--- config.mk ---
export PLATFORM = sky130hd
export DESIGN_NAME = xbar_varlat_prio_ctrl
export DESIGN_NICKNAME = d
export VERILOG_FILES = /design/src/rtl/xbar_varlat_pkg.sv /design/src/rtl/xbar_varlat_prio_bank.sv /design/src/rtl/xbar_varlat_prio_ctrl.sv
export SDC_FILE = /design/constraint.sdc
export NUM_CORES = 1
export LEC_CHECK = 0
export CAP_MARGIN = 40
export CORE_MARGIN = 4
export CORE_UTILIZATION = 30
export CTS_BUF_LIST = sky130_fd_sc_hd__clkbuf_16
export DETAILED_ROUTE_END_ITERATION = 10
export SLEW_MARGIN = 20
export SYNTH_ARGS = -nofsm -noshare
export SYNTH_HDL_FRONTEND = slang
export SYNTH_SLANG_ARGS = --single-unit
--- constraint.sdc ---
create_clock -name clk_i -period 2.45 [get_ports clk_i]
set_input_delay 0.49 -clock clk_i [delete_from_list [all_inputs] [get_ports clk_i]]
set_output_delay 0.49 -clock clk_i [all_outputs]
set_load 0.01 [all_outputs]
--- src/rtl/xbar_varlat_pkg.sv ---
// xbar_varlat_pkg: shared FSM state type and pointer-wrap helper for the priority controller
package xbar_varlat_pkg;

   typedef enum logic {RR, LOCK} prio_state_e;

   function automatic int unsigned wrap_inc(input int unsigned idx, input int unsigned n);
      return (idx >= n - 1) ? 0 : idx + 1;
   endfunction

endpackage

--- src/rtl/xbar_varlat_prio_bank.sv ---
// xbar_varlat_prio_bank: per-bank round-robin pointer with a starvation lock FSM
module xbar_varlat_prio_bank
   import xbar_varlat_pkg::*;
#(
   parameter int unsigned NumIn    = 4,
   parameter int unsigned LogNumIn = 2
)(
   input  logic                clk_i,
   input  logic                rst_i,
   input  logic [NumIn-1:0]    breq_i,
   input  logic [NumIn-1:0]    bgnt_i,
   input  logic [NumIn-1:0]    starv_i,
   output logic [LogNumIn-1:0] prio_o,
   output logic                starve_o,
   output logic [LogNumIn-1:0] lock_idx_o
);

   prio_state_e         state_d, state_q;
   logic [LogNumIn-1:0] prio_d, prio_q, lock_d, lock_q;
   logic [LogNumIn-1:0] cand_all, cand_rest, gnt_idx;
   logic [NumIn-1:0]    starv_rest;
   logic                release_lock;

   always_comb begin
      starv_rest = starv_i & ~(NumIn'(1) << lock_q);
      cand_all   = '0;
      cand_rest  = '0;
      gnt_idx    = '0;
      for (int j = NumIn - 1; j >= 0; j--) begin
         if (starv_i[j]) cand_all = LogNumIn'(j);
         if (starv_rest[j]) cand_rest = LogNumIn'(j);
         if (bgnt_i[j]) gnt_idx = LogNumIn'(j);
      end
      // leaving the bank (drop or readdress) releases the lock just like a grant
      release_lock = bgnt_i[lock_q] || !breq_i[lock_q];
      state_d = state_q;
      prio_d  = prio_q;
      lock_d  = lock_q;
      if (state_q == RR) begin
         if (|starv_i) begin
            state_d = LOCK;
            prio_d  = cand_all;
            lock_d  = cand_all;
         end else if (|bgnt_i) begin
            prio_d = LogNumIn'(wrap_inc(32'(gnt_idx), NumIn));
         end
      end else if (release_lock) begin
         if (|starv_rest) begin
            prio_d = cand_rest;
            lock_d = cand_rest;
         end else begin
            state_d = RR;
            prio_d  = LogNumIn'(wrap_inc(32'(lock_q), NumIn));
         end
      end
   end

   always_ff @(posedge clk_i) begin
      if (rst_i) begin
         state_q <= RR;
         prio_q  <= '0;
         lock_q  <= '0;
      end else begin
         state_q <= state_d;
         prio_q  <= prio_d;
         lock_q  <= lock_d;
      end
   end

   assign prio_o     = prio_q;
   assign starve_o   = (state_q == LOCK);
   assign lock_idx_o = starve_o ? lock_q : '0;

endmodule

--- src/rtl/xbar_varlat_prio_ctrl.sv ---
// xbar_varlat_prio_ctrl: starvation-aware external priority source for the variable-latency crossbar
module xbar_varlat_prio_ctrl
   import xbar_varlat_pkg::*;
#(
   parameter int unsigned NumIn     = 4,
   parameter int unsigned NumOut    = 4,
   parameter int unsigned MaxWait   = 16,
   parameter int unsigned LogNumIn  = NumIn > 1 ? $clog2(NumIn) : 1,
   parameter int unsigned LogNumOut = NumOut > 1 ? $clog2(NumOut) : 1,
   parameter int unsigned CntWidth  = $clog2(MaxWait + 1)
)(
   input  logic                               clk_i,
   input  logic                               rst_i,
   input  logic [NumIn-1:0]                   req_i,
   input  logic [NumIn-1:0][LogNumOut-1:0]    add_i,
   input  logic [NumIn-1:0]                   gnt_i,
   output logic [NumOut-1:0][LogNumIn-1:0]    rr_o,
   output logic [NumOut-1:0]                  starve_o,
   output logic [NumOut-1:0][LogNumIn-1:0]    lock_idx_o
);

   if (NumIn < 2) begin : g_bad_numin
      $error("xbar_varlat_prio_ctrl: NumIn must be at least 2");
   end
   if (MaxWait < 1) begin : g_bad_maxwait
      $error("xbar_varlat_prio_ctrl: MaxWait must be at least 1");
   end

   logic [NumIn-1:0][CntWidth-1:0] cnt_d, cnt_q;
   logic [NumOut-1:0][NumIn-1:0]   breq, bgnt, starv;

   always_comb begin
      breq  = '0;
      bgnt  = '0;
      starv = '0;
      for (int j = 0; j < NumIn; j++) begin
         // the count survives an address change; only a grant or an idle cycle clears it
         cnt_d[j] = (req_i[j] && !gnt_i[j]) ?
                    ((cnt_q[j] == CntWidth'(MaxWait)) ? cnt_q[j] : cnt_q[j] + CntWidth'(1)) : '0;
         for (int k = 0; k < NumOut; k++) begin
            breq[k][j]  = req_i[j] && (add_i[j] == LogNumOut'(k));
            bgnt[k][j]  = breq[k][j] && gnt_i[j];
            starv[k][j] = breq[k][j] && (cnt_q[j] == CntWidth'(MaxWait));
         end
      end
   end

   always_ff @(posedge clk_i) begin
      if (rst_i) cnt_q <= '0;
      else cnt_q <= cnt_d;
   end

   for (genvar k = 0; k < NumOut; k++) begin : g_bank
      xbar_varlat_prio_bank #(
         .NumIn    (NumIn),
         .LogNumIn (LogNumIn)
      ) u_bank (
         .clk_i      (clk_i),
         .rst_i      (rst_i),
         .breq_i     (breq[k]),
         .bgnt_i     (bgnt[k]),
         .starv_i    (starv[k]),
         .prio_o     (rr_o[k]),
         .starve_o   (starve_o[k]),
         .lock_idx_o (lock_idx_o[k])
      );
   end

endmodule

**Word level (Yosys, flattened, before mapping)**

Index checks and enable logic that the tools add are counted.

- Input bits: 18
- Register bits after elaboration: 40
- Word-level logic and storage cells: 308
- Output and inout bits: 20

- Shift operators: 4
- Order comparisons: 12
- Reduce and logical (&&, ||, !) cells: 100
- Bitwise logic cells: 12
- Eq/ne operators: 24
- $add $sub $neg: 12
- Multiplexer cells: 128

Operators with widths:

| kind | number |
|---|---|
| $mux W2 | 96 |
| $logic_and A1 B1 Y1 | 52 |
| $reduce_or A4 Y1 | 12 |
| $mux W1 | 24 |
| $add A5 B1 Y5 const B | 4 |
| $eq A5 B5 Y1 const B | 4 |
| $add A2 B1 Y2 const B | 8 |
| $and A4 B4 Y4 | 4 |
| $bmux W1 S2 | 8 |
| $eq A2 B2 Y1 const B | 8 |
| $ge A2 B2 Y1 const B | 8 |
| $ne A2 B2 Y1 const B | 8 |
| $not A4 Y4 | 4 |
| $shl A1 B2 Y4 const A | 4 |
| $lt A2 B3 Y1 const B | 4 |
| $reduce_and A3 Y1 | 4 |
| $reduce_bool A3 Y1 | 4 |
| $eq A2 B1 Y1 const B | 4 |
| $logic_not A1 Y1 | 8 |
| $logic_not A2 Y1 | 4 |
| $reduce_and A2 Y1 | 4 |
| $reduce_bool A2 Y1 | 4 |
| $reduce_or A2 Y1 | 4 |
| $logic_or A1 B1 Y1 | 4 |
| $not A1 Y1 | 4 |

**Depth between registers and ports, before layout**

Gate-level depths: netlist of run 1.

- Depth after elaboration: 12
- Gate-level depth with buffers: 10
- Mapped depth without buffers: 8

**Hierarchy**

From an unflattened synthesis of run 1, not the netlist that was laid out.

- Cell total of the unflattened synthesis: 407
- Area, all modules: 3326.9 um^2

By module, submodules not included:

| module | instances | area an instance (um^2) | sequential area each (um^2) | cells an instance |
|---|---|---|---|---|
| xbar_varlat_prio_bank | 4 | 496.7 | 100.1 | 63 |
| xbar_varlat_prio_ctrl | 1 | 1340.0 | 400.4 | 155 |

**Least setup slack after synthesis of run 1**

Ideal clock, no wire load.

- Path type: register to register
- Start: register g_bank[0].u_bank.lock_q[0]
- End: register g_bank[0].u_bank.lock_q[1]
- Library setup time: 0.088 ns
- Required time: 2.362 ns
- Arrival: 1.916 ns
- Period minus slack after synthesis: 2.004 ns
- Slack: 0.446 ns
- Cell stages (with the launch flop): 9
- Path buffers: 0
- Path through: dfxtp_1 inv_1 ha_1 or4b_4 o21ai_4 nor4_2 nor3_2 nor2_1 a311oi_2

- Cells in the longest elaborated chain, start to end: 10
- Elaborated cells on any way between the ends: 20
- Those cells by class: eq/ne: 2; shift: 1; mux: 11; bitwise: 2; reduce/logical: 4

RTL lines:

| item | RTL line | text |
|---|---|---|
| start: declaration | xbar_varlat_prio_bank.sv:19 | `logic [LogNumIn-1:0] prio_d, prio_q, lock_d, lock_q;` |
| start signal: assignment | xbar_varlat_prio_bank.sv:66 | `lock_q <= lock_d;` |
| $shl A1 B2 Y4 | xbar_varlat_prio_bank.sv:25 | `starv_rest = starv_i & ~(NumIn'(1) << lock_q);` |
| $not A4 Y4 | xbar_varlat_prio_bank.sv:25 |  |
| $and A4 B4 Y4 | xbar_varlat_prio_bank.sv:25 |  |
| $mux W2 (4 in series) | xbar_varlat_prio_bank.sv:31 | `if (starv_rest[j]) cand_rest = LogNumIn'(j);` |
| $mux W2 | xbar_varlat_prio_bank.sv:48 | `if (\|starv_rest) begin` |
| $mux W2 | xbar_varlat_prio_bank.sv:47 | `end else if (release_lock) begin` |
| $mux W2 | xbar_varlat_prio_bank.sv:39 | `if (state_q == RR) begin` |

Several ways; a longest one is shown, not always the timed one. The select of a mux whose other input is x is not followed.
A chain may end at the register's enable or synchronous reset.

**Final worst setup path of run 1**

- Start: input port req_i[0]
- End: register g_bank[0].u_bank.lock_q[1]

- Cells in the longest elaborated chain, start to end: 7
- Elaborated cells on any way between the ends: 22
- Those cells by class: eq/ne: 2; mux: 10; bitwise: 1; reduce/logical: 9

RTL lines:

| item | RTL line | text |
|---|---|---|
| start: declaration | xbar_varlat_prio_ctrl.sv:14 | `input logic [NumIn-1:0] req_i,` |
| $logic_and A1 B1 Y1 (*) | xbar_varlat_prio_ctrl.sv:41 | `breq[k][j] = req_i[j] && (add_i[j] == LogNumOut'(k));` |
| $logic_and A1 B1 Y1, or another cell as far along | xbar_varlat_prio_ctrl.sv:42 | `bgnt[k][j] = breq[k][j] && gnt_i[j];` |
| $bmux W1 S2, or another cell as far along | xbar_varlat_prio_bank.sv:35 | `release_lock = bgnt_i[lock_q] \|\| !breq_i[lock_q];` |
| $mux W1 (not written as such), or another cell as far along | xbar_varlat_prio_bank.sv:35 |  |
| $logic_or A1 B1 Y1 or $mux W2 (tied branches) | xbar_varlat_prio_bank.sv:35, xbar_varlat_prio_bank.sv:48 |  |
| $ne A2 B2 Y1 (no line) or $mux W2 (tied branches) | - |  |
| $reduce_and A3 Y1 (no line) or $mux W2 (tied branches) | - |  |

Every way passes the cells marked *; elsewhere a longest branch is shown, timed or not. The select of a mux whose other input is x is not followed.

==> results of run 1 <==
[synth_stat cells (all sizes together) (9+ instances only)]
cell type / number
nand3: 15
inv: 22
dfxtp: 40
a21oi: 18
or3: 9
nor4: 13
buf: 15
nor3: 27
nand2: 21
nor2: 48
ha: 24
[flip-flops by register name, summed over array words and instances, names as in the netlist]
name,cells
g_bank.u_bank.starve_o,4
g_bank.u_bank.prio_o,8
g_bank.u_bank.lock_q,8
cnt_q,20
[area by class of cell]
cell class / count / area (sq um) / share of cell area [%]
clock buffers: 5 / 125 / 2.80
clock inverters: 3 / 11.3 / 0.252
inverters: 22 / 82.6 / 1.85
multi-input cells: 326 / 2420 / 54.1
flip-flops and latches: 40 / 801 / 17.9
well taps: 140 / 175 / 3.92
repair buffers: 100 / 856 / 19.2
[worst paths after layout]
kind | from | to | depth (start not counted)
setup / recovery | req_i[0] | g_bank[0].u_bank.lock_q[1] | 7
hold / removal | g_bank[2].u_bank.prio_o[0] | g_bank[2].u_bank.prio_o[0] | 2
setup reg to reg | cnt_q[10] | g_bank[1].u_bank.prio_o[1] | 8
hold reg to reg | g_bank[2].u_bank.prio_o[0] | g_bank[2].u_bank.prio_o[0] | 2
[per-layer routing]
metal  track usage, %  share of wire [%]  vias up
met5                0                  0        -
met4             3.44                1.2        0
met3             3.21                3.6        8
met2             26.0                 48       75
met1             20.0                 48     1663
li1                 -                  -     1700
[placed cells by master, fill, tap and decap left out, types with 6 or more instances in the layout]
master	n
a21oi_1	18
nand3b_1	7
dfxtp_1	40
buf_4	62
nand3_1	14
and2_1	8
xor2_1	8
clkdlybuf4s50_1	37
nor2_1	48
nor3_1	24
or3_1	8
nand2b_1	6
nand2_1	21
nor4_1	7
inv_1	23
ha_1	24
xnor2_1	6
[power groups by stage]
stage | Combinational (uW) | Clock, uW | Sequential [uW]
after floorplan | 117 | 0 | 692
after global routing | 274 | 675 | 676
after detailed placement | 251 | 0 | 688
after global placement | 249 | 0 | 688
final | 255 | 630 | 674
after CTS | 253 | 649 | 674
[logic make-up after synthesis]
kind of cell             count (synthesis)  synth area share, %
buffers and inverters                   42                 6.14
multiplexers                             4                 1.17
adder cells (fa/ha/maj)                 24                 8.78
XOR/XNOR                                14                 3.58
AND/OR/NAND/NOR                        197                 35.6
flip-flops                              40                 23.4
AO/OA/AOI/OAI                           87                 21.3
[worst max-delay path, cell delays in order]
cell             delay [ns]
clkdlybuf4s50_1        0.65
or4b_4                 0.52
o21ai_4                0.18
nor4_2                 0.09
nor3_2                 0.23
nor2_1                 0.08
a311oi_2               0.22
[per-stage QoR]
step	setup WS (ns)	TNS (ns)	total power, uW	cell area [sq um]	std cells
floorplan	0.446	0	809	3420	408
global placement	-0.0474	-0.150	937	4320	628
detailed placement	-0.107	-0.558	940	4320	628
CTS	0.186	0	1580	4460	636
global route	0.0299	0	1630	4470	636
finish	0.183	0	1560	4470	636
==> run_results.csv, run 1 <==
group,metric,value,unit
timing,slew_headroom,68.5,%
layout,layout.nets,537,
die,num_io_pins,38,
routing,drtPass1Iterations,5,
pwr,power.density,349,mW/mm^2
synthesis,synth_edf_count,0,
pwr,combPwrFrac,16.4,%
die,rows,38,
critical_path,worst_setup_path_end_kind,"register",
clock_network,clkTransAtPathRegs,0.06,ns
clock_network,cts_root_buffer,"clkbuf_16",
synthesis,ys_async_sr_fraction,0,%
clock_network,h-tree-depth,2,
pwr,leakagePower,0.00163,uW
layout,fillCellCount,1078,
job,cap_violations,0,
critical_path,required,2.65,ns
pwr,power_frac_seq,43.2,%
clock_network,cts_buffers,5,
clock_network,clk_path_buf_depth,2,
timing,clock_skew,0.00567,ns
die,start_util,31.1,%
global_routing,grt_pass1_vias,3401,
routing,viasPerCell,5.42,
clock_network,insertion_delay,0.29,ns
synthesis,yosys.area.top_type_share,23.4,%
pwr,cellInternalPower,1160,uW
layout,postLayoutCoreUtil,40.7,%
timing,hold_violations,0,
synthesis,ys_ff_latch,40,
synthesis,synthesis.area,0.00342,sq mm
layout,area_delta_synth_final,30.6,%
pwr,ir_drop,0.287,mV
global_routing,grtUsageTotal,15.3,%
clock_network,clock_sinks,40,
critical_path,crit_type,"in2reg",
timing,finalHoldWorstSlack,0.477,ns
global_routing,grt.overflow.total,0,
synthesis,syn_area_per_cell,8.38,sq um
global_routing,grt_pass1_wl,16400,um
clock_network,cts_tree,"done",
die,dieArea,0.0132,sq mm
clock_network,ctsHoldBuffers,0,
pwr,pwr-share-clk,40.4,%
synthesis,ys_seq_area_share,23.4,%
critical_path,crit_fanout,7,
timing,setup_viol,0,
die,die_w,115,um
clock_network,cts_resized,0,
timing,timing.final.crit_share,92.5,%
routing,final_antenna_net_count,0,
synthesis,ys_warn_count,0,
synthesis,synth.area.top_cells,"dfxtp_1 23%, ha_1 8.8%, nor2_1 5.3%",
layout,drive_gt1_share,21.4,%
timing,rsz0062_at_grt,"no",
critical_path,critPathArrivalTime,2.47,ns
pwr,swShare,25.8,%
timing,worst_slew_pin_slew,0.469,ns
critical_path,cp-start-kind,"primary input",
critical_path,regToRegSetupSlack,0.20,ns
routing,routedWlPerCell,15.9,um
die,die_y,115,um
routing,drt-initial-drc-count,254,
placement,place.gp.congestion,0.865,
timing,slew_violations,0,
synthesis,synth_top_area_cell,"dfxtp_1",
routing,routed_wl,10100,um
global_routing,grt_max_degree,19,
placement,io_buffers,37,
status,status,"complete, no violations",
pwr,netSwitchingPower,402,uW
synthesis,synth_ff_type,"dfxtp_1",
global_routing,antenna_found_initial,0,
die,core,0.0110,sq mm
timing,period_minus_slack,2.27,ns
clock_network,post_cts_buffers,0,
routing,drc,0,
synthesis,syn_inst,408,
synthesis,yosys.cell_types.count,83,
layout,n_antenna_cell,0,
routing,num_vias,3446,
placement,dp.final_hpwl,7950,um
min_path,min_path_type,"reg2reg",
timing,fmax,0.441,GHz
synthesis,syn-num-nets,450,
(Power assumes the default switching activity.)
==> run 2: changes to the inputs <==
- CORE_UTILIZATION: 30 -> 50
- PLACE_DENSITY: not set -> 0.72
- clock period: 2.45 -> 2.8 ns (I/O delays scaled with it)
==> run 2 against run 1 <==
Clock skew is 0.00091 ns higher. Register-to-register slack improved by 0.34 ns. Highest routed layer unchanged. Largest cell class unchanged. Critical path depth did not move. Clock power shrank 16%.
==> run_results.csv, run 2 (synthesis results as in run 1) <==
group,metric,value,unit
status,status,"complete, no violations",
clock_network,post_cts_buffers,0,
clock_network,cts_root_buffer,"clkbuf_16",
clock_network,cts_tree,"done",
routing,viasPerCell,6.30,
layout,final_cell_mix,"48 x nor2_1, 40 x dfxtp_1, 37 x clkdlybuf4s50_1",
pwr,leakagePower,0.00139,uW
die,core,0.00649,sq mm
critical_path,crit_fanout,10,
timing,hold_violations,0,
job,cap_violations,0,
layout,seq_area,801,sq um
clock_network,insertion_delay,0.28,ns
global_routing,grt.overflow.total,0,
layout,multi_input_area,0.00241,sq mm
layout,drive_gt1_share,13.2,%
critical_path,cp.buffers_inverters,1,
clock_network,clkTransAtPathRegs,0.06,ns
placement,dp.final_hpwl,6940,um
global_routing,antenna_found_initial,0,
global_routing,grtUsageTotal,22.6,%
timing,period_minus_slack,2.49,ns
timing,slew_violations,0,
critical_path,r2r-start,"cnt_q[15]",
critical_path,cp-start-kind,"primary input",
layout,n_antenna_cell,0,
critical_path,crit_type,"in2reg",
pwr,power.density,328,mW/mm^2
clock_network,cts_resized,0,
timing,worst_slew_pin_slew,0.538,ns
routing,num_vias,3305,
routing,routedWlPerCell,17.3,um
min_path,min_path_type,"reg2reg",
placement,io_buffers,37,
timing,fmax,0.401,GHz
timing,slew_headroom,63.5,%
layout,area_delta_synth_final,17.3,%
die,dieArea,0.00823,sq mm
critical_path,cpMaxStageDelayCell,"clkdlybuf4s50_1",
critical_path,worst_setup_path_end_kind,"register",
routing,drc,0,
pwr,ir_drop,0.267,mV
global_routing,grt_pass1_wl,15500,um
layout,postLayoutCoreUtil,61.8,%
clock_network,h-tree-depth,2,
placement,place.gp.congestion,0.954,
clock_network,clock_sinks,40,
die,start_util,52.7,%
critical_path,crit_family,"compound AO/OA/AOI/OAI gates",
routing,drt-initial-drc-count,265,
clock_network,clk_path_buf_depth,2,
timing,timing.final.crit_share,89.0,%
timing,rsz0062_at_grt,"no",
critical_path,max_stage_delay,0.69,ns
clock_network,cts_buffers,5,
critical_path,required,2.97,ns
routing,final_antenna_net_count,0,
routing,routed_wl,9100,um
min_path,hold_start,"g_bank[2].u_bank.prio_o[0]",
layout,regMostFlops,"cnt_q",
routing,drtPass1Iterations,6,
die,num_io_pins,38,
critical_path,crit_start,"req_i[0]",
layout,final_common_cell,"nor2_1",
layout,largest_reg_flops,20,
layout,fillCellCount,576,
critical_path,critPathArrivalTime,2.66,ns
critical_path,crit_chain,"clkdlybuf4s50_1, nor3b_1, a21o_1, nor4_2, a31oi_1, o221a_2, nor3_1",
global_routing,grt_pass1_vias,3305,
die,rows,29,
die,die_y,90.7,um
layout,layout.nets,490,
pwr,power,1320,uW
timing,fin_setup_tns,0,ns
clock_network,ctsHoldBuffers,0,
global_routing,grt_max_degree,18,
timing,setup_viol,0,
timing,clock_skew,0.00658,ns
die,die_w,90.7,um
[run 2: cell types whose count changed in the layout (fill, tap and decap cells not counted), sizes merged]
cell | before | now
inv | 24 | 23
buf | 63 | 16
[run 2: through the flow]
| step | hold slack (ns) | cells | worst slack, ns | cell area (sq um) |
|---|---|---|---|---|
| floorplan | 0.462 | 408 | 0.776 | 3420 |
| global placement | 0.474 | 518 | 0.132 | 3880 |
| detailed placement | 0.470 | 518 | 0.0823 | 3880 |
| CTS | 0.488 | 525 | 0.365 | 4010 |
| global route | 0.521 | 525 | 0.146 | 4010 |
| finish | 0.487 | 525 | 0.307 | 4010 |
[run 2: layout make-up]
type | count | area share [%]
Timing Repair Buffer | 53 | 12.2
Multi-Input combinational cell | 326 | 60.0
Clock buffer | 5 | 3.12
Sequential cell | 40 | 20.0
Tap cell | 77 | 2.40
Clock inverter | 2 | 0.218
Inverter | 22 | 2.06
[run 2: path summary, 6_finish.rpt]
| path | to | slack (ns) | cells past startpoint |
|---|---|---|---|
| worst max-delay path | g_bank[0].u_bank.prio_o[1] | 0.31 | 7 |
| worst min-delay path | g_bank[2].u_bank.prio_o[0] | 0.49 | 2 |
| worst max register to register | g_bank[2].u_bank.prio_o[0] | 0.54 | 9 |
| worst min register to register | g_bank[2].u_bank.prio_o[0] | 0.49 | 2 |
[run 2: worst reg2reg max path, delay by kind of cell (launching register included)]
kind / cells / cell delay, ns
and+or+nand+nor: 3 / 0.47
buffers and inverters: 2 / 0.31
adders and majority gates: 1 / 0.20
AOI/OAI and AO/OA: 3 / 0.80
DFF: 1 / 0.39
[run 2: metal layers]
| metal | share of wire, % | global-route usage, % |
|---|---|---|
| met3 | 5.5 | 4.25 |
| met1 | 44 | 27.4 |
| met2 | 47 | 38.0 |
| met4 | 3.5 | 11.1 |
| met5 | 0 | 0 |
[run 2: power by group]
group	switching [uW]	internal (uW)	leakage, uW
clock	213	320	0.0000709
combinational	106	87.5	0.000993
sequential	7.68	582	0.000324
total	326	989	0.00139
